## src/rtl/mem_stage.sv

```systemverilog
// mem_stage: memory-access stage of the 5-stage RV32I pipeline.
// Issues one word-aligned data-cache request per load/store, formats store
// data and byte enables, aligns and extends load data, and presents a
// registered result to the MEM/WB register. Upstream is stalled until the
// cache answers.
module mem_stage #(
  parameter int WB_W = 8
) (
  input  logic            clk,
  input  logic            rst,
  input  logic            valid_i,
  input  logic            mem_read_i,
  input  logic            mem_write_i,
  input  logic [2:0]      load_funct3_i,
  input  logic [2:0]      store_funct3_i,
  input  logic [31:0]     addr_i,
  input  logic [31:0]     rs2_i,
  input  logic [WB_W-1:0] wb_i,
  input  logic            dmem_resp,
  input  logic [31:0]     dmem_rdata,
  output logic            dmem_read,
  output logic            dmem_write,
  output logic [31:0]     dmem_address,
  output logic [31:0]     dmem_wdata,
  output logic [3:0]      dmem_mbe,
  output logic            stall_o,
  output logic            valid_o,
  output logic [31:0]     rdata_o,
  output logic [31:0]     addr_o,
  output logic [WB_W-1:0] wb_o,
  output logic            misaligned_o
);

  typedef enum logic [1:0] {
    IDLE = 2'd0,
    REQ  = 2'd1,
    DONE = 2'd2
  } state_t;

  state_t state_q, state_d;

  logic            dmemRead_q, dmemRead_d;
  logic            dmemWrite_q, dmemWrite_d;
  logic [31:0]     dmemAddr_q, dmemAddr_d;
  logic [31:0]     dmemWdata_q, dmemWdata_d;
  logic [3:0]      dmemMbe_q, dmemMbe_d;
  logic            valid_q, valid_d;
  logic [31:0]     rdata_q, rdata_d;
  logic [31:0]     addrOut_q, addrOut_d;
  logic [WB_W-1:0] wbOut_q, wbOut_d;
  logic            misaligned_q, misaligned_d;
  logic [2:0]      ldFunct3_q, ldFunct3_d;
  logic [1:0]      ldOffset_q, ldOffset_d;

  logic        memOp;
  logic        badAccess;
  logic        loadLegal;
  logic        loadMisaligned;
  logic        storeLegal;
  logic        storeMisaligned;
  logic [31:0] storeData;
  logic [3:0]  storeMbe;
  logic [7:0]  loadByte;
  logic [15:0] loadHalf;
  logic [31:0] loadData;

  // Classify the incoming instruction: real memory access, or one to be flagged.
  always_comb begin
    memOp           = valid_i & (mem_read_i ^ mem_write_i);
    loadLegal       = load_funct3_i inside {3'b000, 3'b001, 3'b010, 3'b100, 3'b101};
    storeLegal      = store_funct3_i inside {3'b000, 3'b001, 3'b010};
    loadMisaligned  = ((load_funct3_i[1:0] == 2'b10) && (addr_i[1:0] != 2'b00)) ||
                      ((load_funct3_i[1:0] == 2'b01) && addr_i[0]);
    storeMisaligned = ((store_funct3_i[1:0] == 2'b10) && (addr_i[1:0] != 2'b00)) ||
                      ((store_funct3_i[1:0] == 2'b01) && addr_i[0]);
    badAccess       = valid_i & ((mem_read_i & mem_write_i) |
                                 (mem_read_i & (~loadLegal | loadMisaligned)) |
                                 (mem_write_i & (~storeLegal | storeMisaligned)));
  end

  // Replicate store data across the word and pick the byte lanes to write.
  always_comb begin
    storeData = 32'h0000_0000;
    storeMbe  = 4'b0000;
    case (store_funct3_i)
      3'b000: begin
        storeData = {4{rs2_i[7:0]}};
        storeMbe  = 4'b0001 << addr_i[1:0];
      end
      3'b001: begin
        storeData = {2{rs2_i[15:0]}};
        storeMbe  = addr_i[1] ? 4'b1100 : 4'b0011;
      end
      3'b010: begin
        storeData = rs2_i;
        storeMbe  = 4'b1111;
      end
      default: begin
        storeData = 32'h0000_0000;
        storeMbe  = 4'b0000;
      end
    endcase
  end

  // Pull the addressed byte/half out of the returned word and extend it.
  always_comb begin
    loadByte = 8'h00;
    loadData = 32'h0000_0000;
    case (ldOffset_q)
      2'd0:    loadByte = dmem_rdata[7:0];
      2'd1:    loadByte = dmem_rdata[15:8];
      2'd2:    loadByte = dmem_rdata[23:16];
      default: loadByte = dmem_rdata[31:24];
    endcase
    loadHalf = ldOffset_q[1] ? dmem_rdata[31:16] : dmem_rdata[15:0];
    case (ldFunct3_q)
      3'b000:  loadData = {{24{loadByte[7]}}, loadByte};
      3'b001:  loadData = {{16{loadHalf[15]}}, loadHalf};
      3'b010:  loadData = dmem_rdata;
      3'b100:  loadData = {24'h00_0000, loadByte};
      3'b101:  loadData = {16'h0000, loadHalf};
      default: loadData = 32'h0000_0000;
    endcase
  end

  // Next-state and stall logic for the IDLE -> REQ -> DONE access sequence.
  always_comb begin
    state_d      = state_q;
    dmemRead_d   = dmemRead_q;
    dmemWrite_d  = dmemWrite_q;
    dmemAddr_d   = dmemAddr_q;
    dmemWdata_d  = dmemWdata_q;
    dmemMbe_d    = dmemMbe_q;
    valid_d      = 1'b0;
    rdata_d      = rdata_q;
    addrOut_d    = addrOut_q;
    wbOut_d      = wbOut_q;
    misaligned_d = misaligned_q;
    ldFunct3_d   = ldFunct3_q;
    ldOffset_d   = ldOffset_q;
    stall_o      = 1'b0;
    case (state_q)
      IDLE: begin
        if (valid_i) begin
          addrOut_d = addr_i;
          wbOut_d   = wb_i;
          if (memOp && !badAccess) begin
            stall_o     = 1'b1;
            state_d     = REQ;
            dmemRead_d  = mem_read_i;
            dmemWrite_d = mem_write_i;
            dmemAddr_d  = {addr_i[31:2], 2'b00};
            dmemWdata_d = mem_write_i ? storeData : 32'h0000_0000;
            dmemMbe_d   = mem_write_i ? storeMbe : 4'b1111;
            ldFunct3_d  = load_funct3_i;
            ldOffset_d  = addr_i[1:0];
          end else begin
            valid_d      = 1'b1;
            rdata_d      = 32'h0000_0000;
            misaligned_d = badAccess;
          end
        end
      end
      REQ: begin
        stall_o = 1'b1;
        if (dmem_resp) begin
          dmemRead_d   = 1'b0;
          dmemWrite_d  = 1'b0;
          valid_d      = 1'b1;
          rdata_d      = dmemRead_q ? loadData : 32'h0000_0000;
          misaligned_d = 1'b0;
          state_d      = DONE;
        end
      end
      DONE: begin
        state_d = IDLE;
      end
      default: begin
        state_d = IDLE;
      end
    endcase
  end

  // State and output registers; reset abandons any in-flight request at once.
  always_ff @(posedge clk or negedge rst) begin
    if (!rst) begin
      state_q      <= IDLE;
      dmemRead_q   <= 1'b0;
      dmemWrite_q  <= 1'b0;
      dmemAddr_q   <= 32'h0000_0000;
      dmemWdata_q  <= 32'h0000_0000;
      dmemMbe_q    <= 4'b0000;
      valid_q      <= 1'b0;
      rdata_q      <= 32'h0000_0000;
      addrOut_q    <= 32'h0000_0000;
      wbOut_q      <= '0;
      misaligned_q <= 1'b0;
      ldFunct3_q   <= 3'b000;
      ldOffset_q   <= 2'b00;
    end else begin
      state_q      <= state_d;
      dmemRead_q   <= dmemRead_d;
      dmemWrite_q  <= dmemWrite_d;
      dmemAddr_q   <= dmemAddr_d;
      dmemWdata_q  <= dmemWdata_d;
      dmemMbe_q    <= dmemMbe_d;
      valid_q      <= valid_d;
      rdata_q      <= rdata_d;
      addrOut_q    <= addrOut_d;
      wbOut_q      <= wbOut_d;
      misaligned_q <= misaligned_d;
      ldFunct3_q   <= ldFunct3_d;
      ldOffset_q   <= ldOffset_d;
    end
  end

  assign dmem_read    = dmemRead_q;
  assign dmem_write   = dmemWrite_q;
  assign dmem_address = dmemAddr_q;
  assign dmem_wdata   = dmemWdata_q;
  assign dmem_mbe     = dmemMbe_q;
  assign valid_o      = valid_q;
  assign rdata_o      = rdata_q;
  assign addr_o       = addrOut_q;
  assign wb_o         = wbOut_q;
  assign misaligned_o = misaligned_q;

endmodule

```

## config.mk

```make
export PLATFORM = sky130hd
export DESIGN_NAME = mem_stage
export DESIGN_NICKNAME = d
export VERILOG_FILES = /design/src/rtl/mem_stage.sv
export SDC_FILE = /design/constraint.sdc
export NUM_CORES = 1
export LEC_CHECK = 0
export ABC_AREA = 1
export BUFFER_PORTS_ARGS = -buffer_cell sky130_fd_sc_hd__buf_2
export CAP_MARGIN = 40
export CORE_ASPECT_RATIO = 1.1
export CORE_MARGIN = 2
export CORE_UTILIZATION = 25
export DETAILED_ROUTE_END_ITERATION = 16
export PLACE_DENSITY = 0.56
export SKIP_CTS_REPAIR_TIMING = 1
export SLEW_MARGIN = 20
export SYNTH_ARGS = -nofsm -noshare
export SYNTH_HDL_FRONTEND = slang
export SYNTH_SLANG_ARGS = --single-unit
```

## constraint.sdc

```tcl
create_clock -name clk -period 1.7 [get_ports clk]
set_input_delay 0.085 -clock clk [delete_from_list [all_inputs] [get_ports clk]]
set_output_delay 0.085 -clock clk [all_outputs]
set_load 0.02 [all_outputs]
```

==> results of run 1 <==
==> registers in the layout, summed over array words and instances, names as in the netlist <==
name / count
valid_o: 1
rdata_o: 32
dmem_read: 1
dmem_address: 30
dmem_mbe: 4
addr_o: 32
state_q: 2
dmem_wdata: 32
wb_o: 8
misaligned_o: 1
dmem_write: 1
ldFunct3_q: 3
ldOffset_q: 2
==> cell usage in the layout, fill, tap and decap left out, drive strengths merged <==
master       count
clkinv           2
or2              1
nand4            3
buf            295
nand2          401
o2111ai          6
o22ai            6
nand3           58
nor3             2
o211ai           5
clkbuf          23
clkinvlp         4
a22oi            3
ha               1
bufinv           1
a211oi           1
a31oi           24
diode            3
a21oi           12
nor2            30
dlygate4sd3     48
inv             68
conb             2
a22o             1
dfrtp          149
o21ai           94
==> how the worst min path moves through the flow <==
stage	to	slack, ns	cells after the start
finish	dmem_wdata[4]$_DFFE_PN0P_	0.003	3
global route	dmem_read$_DFFE_PN0P_	0.02	5
CTS	rdata_o[20]$_DFFE_PN0P_	-0.44	1
detailed placement	rdata_o[20]$_DFFE_PN0P_	0.03	1
global placement	rdata_o[20]$_DFFE_PN0P_	0.02	1
floorplan	addr_o[0]$_DFFE_PN0P_	-0.21	0
==> cell families (layout without fill, tap and decap cells) <==
| kind of cell | count (synthesis) | after routing | share of synthesized area [%] |
|---|---|---|---|
| adders and majority gates | 1 | 1 | 0.175 |
| AOI/OAI and AO/OA | 152 | 152 | 12.0 |
| DFF | 149 | 149 | 52.2 |
| buffers and inverters | 117 | 441 | 7.69 |
| other | 1 | 5 | 0.0525 |
| and+or+nand+nor | 495 | 495 | 27.9 |
==> worst register-to-register path, delay by kind of cell (launching register included) <==
| family | cells | cell delay (ns) |
|---|---|---|
| simple gates | 4 | 0.56 |
| buf+inv | 3 | 0.45 |
| flops | 1 | 0.44 |
==> through the flow <==
step	cell area (sq um)	TNS, ns	worst slack (ns)	instances	hold WS [ns]
final	10100	0	0.0447	1606	0.00254
after detailed placement	8990	0	0.0857	1520	0.0261
after global routing	10100	-0.0603	-0.0500	1604	0.0216
after global placement	8990	0	0.0786	1520	0.0243
after CTS	9550	-0.197	-0.197	1552	-0.444
after floorplan	7150	0	0.250	916	-0.211
==> power by group through the flow <==
| stage | Clock, mW | Combinational, mW | Sequential [mW] |
|---|---|---|---|
| 3_3_place_gp | 0 | 3.82 | 4.62 |
| 6_report | 3.66 | 3.92 | 4.58 |
| 5_1_grt | 3.93 | 4.33 | 4.68 |
| 4_1_cts | 3.78 | 3.86 | 4.59 |
| 2_1_floorplan | 0 | 1.52 | 5.35 |
| 3_5_place_dp | 0 | 3.86 | 4.63 |
==> routing by layer <==
metal,up-vias,global-route usage (%),routed length (um)
met2,254,25.0,11000
met1,3332,20.5,10300
met5,-,0,0
met4,0,6.33,630
li1,3558,-,-
met3,37,5.33,1950
==> layout make-up <==
type	count	area (sq um)	share of cell area (%)
clock buffers	22	464	4.60
multi-input cells	650	2890	28.7
flip-flops and latches	149	3730	37.0
clock inverters	10	96.3	0.954
inverters	65	244	2.42
diodes	3	7.51	0.0744
repair buffers	344	2200	21.8
well taps	363	454	4.50
==> qor.csv, run 1 <==
stage;metric;value;unit
synth;area of the mapped netlist;7150;sq um
power_and_ir_drop;Logic pwr share;32.2;%
power_and_ir_drop;Tot Pwr;12.2;mW
floorplanning;Site Rows;64;
timing;Worst Clk Skew;0.0123;ns
placed_design;Final Wtd Congestion;0.847;
clock_network;Num CTS Buffers;17;
power_and_ir_drop;clock share of power;30.1;%
critical_path;crit-path cells;nor2_4, nand4_4, buf_12, nand2_4, clkbuf_4;
power_and_ir_drop;Leak;5.46;nW
floorplanning;Die Span X;165;um
min_path;Hold WC Path Type;in2reg;
synth;synthesized area per cell;7.81;sq um
critical_path;Worst setup EP type;output pin;
final_layout;Layout Nets;1344;
synth;Async SR Flop Fraction;100;%
timing;final max-slew violation count;0;
clock_network;CTS tree;built;
synth;EDFF count, synth;0;
critical_path;CP peak stage delay;0.44;ns
floorplanning;initial cell density of the core;25.6;%
critical_path;WS Path Type;reg2out;
critical_path;Worst Setup Start Kind;register;
critical_path;worst reg2reg endpoint;rdata_o[20]$_DFFE_PN0P_;
critical_path;R2R cell count;7;
clock_network;Clock Path Buffers;2;
floorplanning;I/O Pins;261;
critical_path;slowest CP cell;dfrtp_2;
critical_path;CP startpoint;state_q[1]$_DFFE_PN0P_;
power_and_ir_drop;Psw;4.48;mW
timing;Final min period;1.66;ns
power_and_ir_drop;Seq pwr share;37.7;%
clock_network;clk sink count;149;
critical_path;WP data required;1.62;ns
drt;Vias/cell;4.47;
clock_network;clock transition at the registers of the reported paths;0.06;ns
critical_path;Worst Setup EP;stall_o;
floorplanning;CORE AREA;27900;sq um
clock_network;CTS Root Cell;clkbuf_16;
drt;number of nets with antenna violations after routing;0;
final_layout;fillcell total;2914;
global_routing;GRT overflow;0;
global_routing;first-pass GRT wire length;37.4;mm
critical_path;Buf+Inv Stages, Crit Path;2;
placed_design;hpwl dp;17.4;mm
global_routing;initial antenna violation count;2;
final_layout;layout cells sized above 1;28.0;%
synth;count leader, synth;nand2_1;
drt;detailed-router iteration count before antenna repair;5;
critical_path;critical path fanouts, max;22;
critical_path;CP arrival;1.57;ns
final_layout;synth-to-layout area growth;41.2;%
synth;Seq/Total Area, Yosys;52.2;%
synth;cell taking the most area after synthesis;dfrtp_1;
drt;wirelength, routed;23.9;mm
timing;final hold violations;0;
synth;Syn Inst Count;915;
clock_network;Worst-Skew Late Latency;0.43;ns
critical_path;worst r2r src;state_q[1]$_DFFE_PN0P_;
placed_design;port buffer count;258;
synth;unique cell type count in the Yosys netlist;32;
synth;Seq cells post-synth;149;
global_routing;vias in the first global route;6854;
drt;post-route DRC violation count;0;
final_layout;post-layout util;36.1;%
synth;Post-synth top flop;dfrtp_1;
timing;RSZ-0062 raised after global routing;yes;
global_routing;largest net degree at the start of global routing;70;
power_and_ir_drop;switch share;36.9;%
drt;First DRT Iteration DRCs;485;
critical_path;critical path's top delay family;flip-flops;
floorplanning;height of the chip;181;um
critical_path;r2r setup slk;0.14;ns
timing;final number of setup-violating endpoints;0;
min_path;hold path startpoint;rs2_i[4];
run_status;status;finished clean;
timing;period utilisation layout;97.4;%
drt;Routed WL per cell;14.9;um
timing;Max Clock Freq;604;MHz
critical_path;Worst path depth;5;
synth;share of the synthesized area in the top cell type;52.2;%
synth;yosys warns;0;
synth;synth top area cells;dfrtp_1 (52%), nand2_1 (21%), o21ai_0 (6.3%);
global_routing;GRT Util Overall;16.1;%
clock_network;H-tree levels;4;
synth;Commonest cells post-synth;nand2_1 (398), dfrtp_1 (149), o21ai_0 (90), inv_1 (59), nand3_1 (58);
power_and_ir_drop;Peak VDD IR;0.488;mV
run;number of max-cap violations;0;
floorplanning;total die area;30000;sq um
power_and_ir_drop;pwr dens;1200;nW/um^2
drt;vias post-DR;7181;
power_and_ir_drop;Int Pwr;7.68;mW
Note: power is estimated with default switching activity, not from simulation.
==> run 2: changes to the inputs <==
GPL_TIMING_DRIVEN = 0   (was default)
PLACE_DENSITY = default   (was 0.56)
==> run 2 against run 1 <==
Effect of this change:
- the run now ends with hold timing left
- design area grew 2.1%
- sequential share of layout area decreased by 0.78 points
- total power grew 3.5%
- sequential power is essentially flat
- combinational power up 3%
- utilization is 0.77 points higher
- clock power is 8.7% higher
- critical endpoint unchanged
- highest routed layer unchanged
==> qor.csv, run 2 (synthesis results as in run 1) <==
stage;metric;value;unit;change
critical_path;slowest CP cell;dfrtp_1;;was dfrtp_2
final_layout;Multi-input gate area;2990;sq um;was 2890 sq um
timing;WHS;-0.0232;ns;was 0.00254 ns
global_routing;GRT overflow;0;;unchanged
power_and_ir_drop;Psw;4.66;mW;was 4.48 mW
clock_network;Worst-Skew Late Latency;0.42;ns;was 0.43 ns
final_layout;fin area;10300;sq um;was 10100 sq um
critical_path;CP arrival;1.56;ns;was 1.57 ns
timing;normalized max-slew margin;63.4;%;
critical_path;CP peak stage delay;0.43;ns;was 0.44 ns
placed_design;pre-CTS setup slack;-0.263;ns;was 0.0857 ns
run;number of max-cap violations;0;;unchanged
timing;Max Clock Freq;606;MHz;was 604 MHz
timing;Slew @ Worst Pin;0.549;ns;
floorplanning;Site Rows;64;;unchanged
timing;final number of setup-violating endpoints;0;;unchanged
drt;Vias/cell;4.54;;was 4.47
timing;RSZ-0062 raised after global routing;yes;;unchanged
final_layout;post-layout util;36.9;%;was 36.1%
placed_design;hpwl dp;18.9;mm;was 17.4 mm
placed_design;area post-placement;8930;sq um;was 8990 sq um
timing;period utilisation layout;97.0;%;was 97.4%
floorplanning;I/O Pins;261;;unchanged
global_routing;first-pass GRT wire length;38.4;mm;was 37.4 mm
power_and_ir_drop;Tot Pwr;12.6;mW;was 12.2 mW
floorplanning;CORE AREA;27900;sq um;unchanged
timing;Final min period;1.65;ns;was 1.66 ns
final_layout;synth-to-layout area growth;44.3;%;was 41.2%
power_and_ir_drop;pwr dens;1220;nW/um^2;was 1200 nW/um^2
clock_network;clock transition at the registers of the reported paths;0.06;ns;about the same
critical_path;Worst setup EP type;output pin;;unchanged
timing;setup TNS;0;ns;unchanged
power_and_ir_drop;switch share;37.0;%;was 36.9%
critical_path;critical path fanouts, max;8;;was 22
global_routing;vias in the first global route;6916;;was 6854
placed_design;Placed Cells;1538;;was 1520
critical_path;WP data required;1.62;ns;about the same
critical_path;WS Path Type;reg2out;;unchanged
drt;wirelength, routed;25.3;mm;was 23.9 mm
final_layout;commonest non-fill, non-tap cell in the layout;nand2_1;;unchanged
drt;First DRT Iteration DRCs;492;;was 485
global_routing;GRT Util Overall;16.7;%;was 16.1%
global_routing;largest net degree at the start of global routing;80;;was 70
placed_design;Final Wtd Congestion;0.885;;was 0.847
clock_network;CTS tree;built;;unchanged
drt;vias post-DR;7409;;was 7181
critical_path;Worst Setup Start Kind;register;;unchanged
power_and_ir_drop;Logic pwr share;31.9;%;was 32.2%
global_routing;initial antenna violation count;1;;was 2
power_and_ir_drop;Leak;5.55;nW;was 5.46 nW
critical_path;Buf+Inv Stages, Crit Path;2;;unchanged
floorplanning;total die area;30000;sq um;unchanged
critical_path;critical path's top delay family;flip-flops;;unchanged
final_layout;most frequent cells in the layout;nand2_1 (398), buf_2 (273), dfrtp_1 (147);;was nand2_1 (398), buf_2 (256), dfrtp_1 (147)
run_status;failing checks;hold timing;;
final_layout;fillcell total;2946;;was 2914
floorplanning;height of the chip;181;um;unchanged
power_and_ir_drop;clock share of power;31.6;%;was 30.1%
power_and_ir_drop;Seq pwr share;36.4;%;was 37.7%
timing;final max-slew violation count;0;;unchanged
final_layout;ant diodes;0;;was 3
clock_network;Clock Path Buffers;2;;unchanged
clock_network;CTS Root Cell;clkbuf_16;;unchanged
final_layout;filler-free cell count of the finished design;1632;;was 1606
clock_network;clk sink count;149;;unchanged
timing;final hold violations;2;;was 0
critical_path;crit-path cells;nor2_4, nand4_4, buf_12, nand2_8, buf_6;;was nor2_4, nand4_4, buf_12, nand2_4, clkbuf_4
floorplanning;initial cell density of the core;25.6;%;unchanged
floorplanning;Die Span X;165;um;unchanged
final_layout;Seq. cell area;3730;sq um;unchanged
final_layout;layout cells sized above 1;30.3;%;was 28.0%
run_status;status;complete, but fails checks;;was finished clean
placed_design;port buffer count;258;;unchanged
timing;Worst Clk Skew;0.0110;ns;was 0.0123 ns
clock_network;H-tree levels;4;;unchanged
min_path;Hold WC Path Type;in2reg;;unchanged
power_and_ir_drop;Int Pwr;7.93;mW;was 7.68 mW
drt;detailed-router iteration count before antenna repair;8;;was 5
drt;Routed WL per cell;15.5;um;was 14.9 um
drt;post-route DRC violation count;0;;unchanged
drt;number of nets with antenna violations after routing;0;;unchanged
power_and_ir_drop;Peak VDD IR;0.590;mV;was 0.488 mV
clock_network;Num CTS Buffers;17;;unchanged
final_layout;Layout Nets;1373;;was 1344
timing;final worst setup slack;0.0502;ns;was 0.0447 ns
-- run 2: changes by cell type in the layout (fill, tap and decap cells not counted), moves of 3 or more --
| cell | change |
|---|---|
| a31oi_1 | -7 |
| a31oi_2 | +6 |
| buf_12 | -10 |
| buf_2 | +17 |
| buf_4 | -6 |
| buf_6 | +9 |
| clkbuf_1 | +5 |
| clkbuf_2 | +9 |
| clkinv_4 | +3 |
| diode_2 | -3 |
| nand3_1 | -3 |
| o21ai_0 | -5 |
| o21ai_1 | +3 |
-- run 2: worst min-delay path, stage by stage --
cell	delay, ns
buf_2	0.11
nand2_1	0.07
o21ai_0	0.08
-- run 2: cell type report --
| cell class | instances | area share [%] |
|---|---|---|
| inverters | 65 | 2.39 |
| multi-input cells | 650 | 29.0 |
| well taps | 363 | 4.40 |
| clock buffers | 20 | 4.33 |
| flip-flops and latches | 149 | 36.2 |
| clock inverters | 12 | 1.61 |
| repair buffers | 321 | 18.7 |
| plain buffers | 52 | 3.39 |
-- run 2: final timing paths --
check	startpoint	to	slack (ns)	depth (start not counted)
setup / recovery	state_q[1]$_DFFE_PN0P_	stall_o	0.05	5
hold / removal	rs2_i[7]	dmem_wdata[7]$_DFFE_PN0P_	-0.02	3
setup reg to reg	state_q[1]$_DFFE_PN0P_	addr_o[20]$_DFFE_PN0P_	0.09	7
hold reg to reg	addr_o[5]$_DFFE_PN0P_	addr_o[5]$_DFFE_PN0P_	0.47	2
max in group asynchronous	rst	dmem_wdata[31]$_DFFE_PN0P_	0.67	3
min in group asynchronous	rst	rdata_o[19]$_DFFE_PN0P_	0.22	2
-- run 2: power by group through the flow --
stage                     Sequential (mW)  Clock [mW]  Combinational (mW)
after floorplan                      5.35           0                1.52
after global routing                 4.67        4.23                4.43
final                                4.59        3.98                4.02
after CTS                            4.56        4.08                3.77
after detailed placement             4.61           0                3.77
after global placement               4.61           0                3.72
-- run 2: layer usage --
layer	share of wire (%)	wire length, um	track usage (%)
met1	43	10800	21.0
met2	48	12300	28.0
met3	6.9	1740	3.90
met4	2.1	531	5.70
met5	0	0	0
==> run 3: changes to the inputs <==
SETUP_SLACK_MARGIN = 0.1   (was default)
==> run 3 against run 2 <==
Effect of this change:
- the run still ends with hold timing left
- first-iteration DRC count shrank 5.7%
- total power rose by 1.1%
- sequential power barely moved
- non-clock buffer count is 7 higher
- via count is 0.51% higher
==> qor.csv, run 3 (synthesis results as in run 1) <==
stage;metric;value;unit;change
global_routing;largest net degree at the start of global routing;80;;unchanged
critical_path;CP startpoint;state_q[1]$_DFFE_PN0P_;;unchanged
critical_path;slowest CP cell;dfrtp_1;;unchanged
final_layout;post-layout util;37.3;%;was 36.9%
drt;post-route DRC violation count;0;;unchanged
min_path;hold path startpoint;rs2_i[7];;unchanged
clock_network;clock transition at the registers of the reported paths;0.06;ns;about the same
timing;final number of setup-violating endpoints;0;;unchanged
final_layout;ant diodes;0;;unchanged
placed_design;area post-placement;8930;sq um;unchanged
critical_path;Buf+Inv Stages, Crit Path;2;;unchanged
timing;final max-slew violation count;0;;unchanged
final_layout;filler-free cell count of the finished design;1639;;was 1632
final_layout;fin area;10400;sq um;was 10300 sq um
global_routing;initial antenna violation count;1;;unchanged
final_layout;Seq. cell area;3730;sq um;unchanged
clock_network;CTS Root Cell;clkbuf_16;;unchanged
drt;Vias/cell;4.54;;about the same
floorplanning;I/O Pins;261;;unchanged
timing;RSZ-0062 raised after global routing;yes;;unchanged
global_routing;GRT overflow;0;;unchanged
critical_path;WS Path Type;reg2out;;unchanged
final_layout;Multi-input gate area;3010;sq um;was 2990 sq um
timing;Final min period;1.62;ns;was 1.65 ns
final_layout;commonest non-fill, non-tap cell in the layout;nand2_1;;unchanged
floorplanning;height of the chip;181;um;unchanged
floorplanning;Die Span X;165;um;unchanged
critical_path;Worst Setup Start Kind;register;;unchanged
timing;WHS;-0.0253;ns;was -0.0232 ns
final_layout;most frequent cells in the layout;nand2_1 (398), buf_2 (271), dfrtp_1 (147);;was nand2_1 (398), buf_2 (273), dfrtp_1 (147)
timing;Worst Clk Skew;0.0113;ns;was 0.0110 ns
final_layout;Layout Nets;1380;;was 1373
timing;normalized max-slew margin;63.4;%;about the same
critical_path;Worst setup EP type;output pin;;unchanged
drt;First DRT Iteration DRCs;464;;was 492
critical_path;WP data required;1.62;ns;about the same
run;number of max-cap violations;0;;unchanged
drt;wirelength, routed;25.4;mm;was 25.3 mm
run_status;status;complete, but fails checks;;unchanged
placed_design;hpwl dp;18.9;mm;unchanged
drt;Routed WL per cell;15.5;um;about the same
global_routing;GRT Util Overall;16.7;%;unchanged
timing;setup TNS;0;ns;unchanged
critical_path;critical path fanouts, max;8;;unchanged
power_and_ir_drop;pwr dens;1220;nW/um^2;about the same
critical_path;Worst Setup EP;stall_o;;unchanged
timing;period utilisation layout;95.1;%;was 97.0%
final_layout;layout cells sized above 1;31.0;%;was 30.3%
critical_path;R2R cell count;9;;was 7
critical_path;critical path's top delay family;flip-flops;;unchanged
drt;number of nets with antenna violations after routing;0;;unchanged
clock_network;Clock Path Buffers;2;;unchanged
clock_network;clk sink count;149;;unchanged
clock_network;Worst-Skew Late Latency;0.42;ns;about the same
power_and_ir_drop;Leak;5.60;nW;was 5.55 nW
run_status;failing checks;hold timing;;unchanged
critical_path;crit-path cells;nor2_4, nand4_4, buf_12, nand2_8, buf_6;;unchanged
global_routing;vias in the first global route;6916;;unchanged
clock_network;CTS tree;built;;unchanged
critical_path;CP arrival;1.53;ns;was 1.56 ns
floorplanning;initial cell density of the core;25.6;%;unchanged
critical_path;worst r2r src;state_q[1]$_DFFE_PN0P_;;unchanged
critical_path;CP peak stage delay;0.40;ns;was 0.43 ns
placed_design;Placed Cells;1538;;unchanged
min_path;Hold WC Path Type;in2reg;;unchanged
placed_design;port buffer count;258;;unchanged
floorplanning;total die area;30000;sq um;unchanged
critical_path;r2r setup slk;0.13;ns;was 0.09 ns
floorplanning;Site Rows;64;;unchanged
drt;detailed-router iteration count before antenna repair;7;;was 8
clock_network;H-tree levels;4;;unchanged
power_and_ir_drop;Tot Pwr;12.7;mW;was 12.6 mW
critical_path;worst reg2reg endpoint;rdata_o[13]$_DFFE_PN0P_;;was addr_o[20]$_DFFE_PN0P_
timing;final hold violations;1;;was 2
critical_path;Worst path depth;5;;unchanged
global_routing;first-pass GRT wire length;38.4;mm;unchanged
clock_network;Num CTS Buffers;17;;unchanged
timing;Max Clock Freq;619;MHz;was 606 MHz
placed_design;Final Wtd Congestion;0.885;;unchanged
final_layout;fillcell total;2938;;was 2946
floorplanning;CORE AREA;27900;sq um;unchanged
power_and_ir_drop;Peak VDD IR;0.589;mV;was 0.590 mV
timing;Slew @ Worst Pin;0.549;ns;about the same
drt;vias post-DR;7447;;was 7409
final_layout;synth-to-layout area growth;45.9;%;was 44.3%
-- run 3: cell count changes in the layout (fill, tap and decap cells not counted), moves of 2 or more --
cell / delta
buf_4: +9
buf_6: +5
clkbuf_2: -5
buf_2: -2
inv_1: -2
inv_2: +2
o21ai_0: -2
-- run 3: per-layer routing --
metal	share of wire, %	vias up	global-route usage, %	routed length [um]
li1	-	3644	-	-
met1	42	3463	21.0	10700
met2	48	308	28.0	12300
met3	7.2	32	3.90	1840
met4	2.1	0	5.70	520
met5	0	-	0	0
-- run 3: worst min-delay path by stage --
stage | endpoint | slack, ns | cells after the start
after floorplan | addr_o[0]$_DFFE_PN0P_ | -0.21 | 0
after global placement | wb_o[7]$_DFFE_PN0P_ | 0.29 | 3
after detailed placement | rdata_o[19]$_DFFE_PN0P_ | 0.1 | 1
after CTS | rdata_o[19]$_DFFE_PN0P_ | -0.37 | 1
after global routing | dmem_wdata[7]$_DFFE_PN0P_ | 0.004 | 3
final | dmem_wdata[7]$_DFFE_PN0P_ | -0.03 | 3
-- run 3: layout make-up --
cell class,instances,area share [%]
clock inverter,12,1.60
clock buffer,20,4.29
buffer,51,3.59
inverter,65,2.39
timing repair buffer,329,19.1
multi-input combinational,650,28.9
tap,363,4.36
sequential,149,35.8
-- run 3: tightest hold or removal path, stage by stage --
cell and delay [ns]:
buf_2 0.11, nand2_1 0.07, o21ai_0 0.08
-- run 3: metrics by stage --
| step | hold WS (ns) | worst slack, ns |
|---|---|---|
| 3_3_place_gp | 0.287 | -1.85 |
| 3_5_place_dp | 0.0957 | -0.263 |
| 6_report | -0.0253 | 0.0839 |
| 5_1_grt | 0.00403 | 0.0109 |
| 4_1_cts | -0.371 | -0.283 |
| 2_1_floorplan | -0.211 | 0.250 |
-- run 3: power breakdown --
group | leakage [nW] | switching (mW) | internal (mW) | total (mW)
registers | 1.94 | 0.399 | 4.19 | 4.59
logic | 3.37 | 2.69 | 1.47 | 4.16
clock network | 0.292 | 1.60 | 2.38 | 3.97
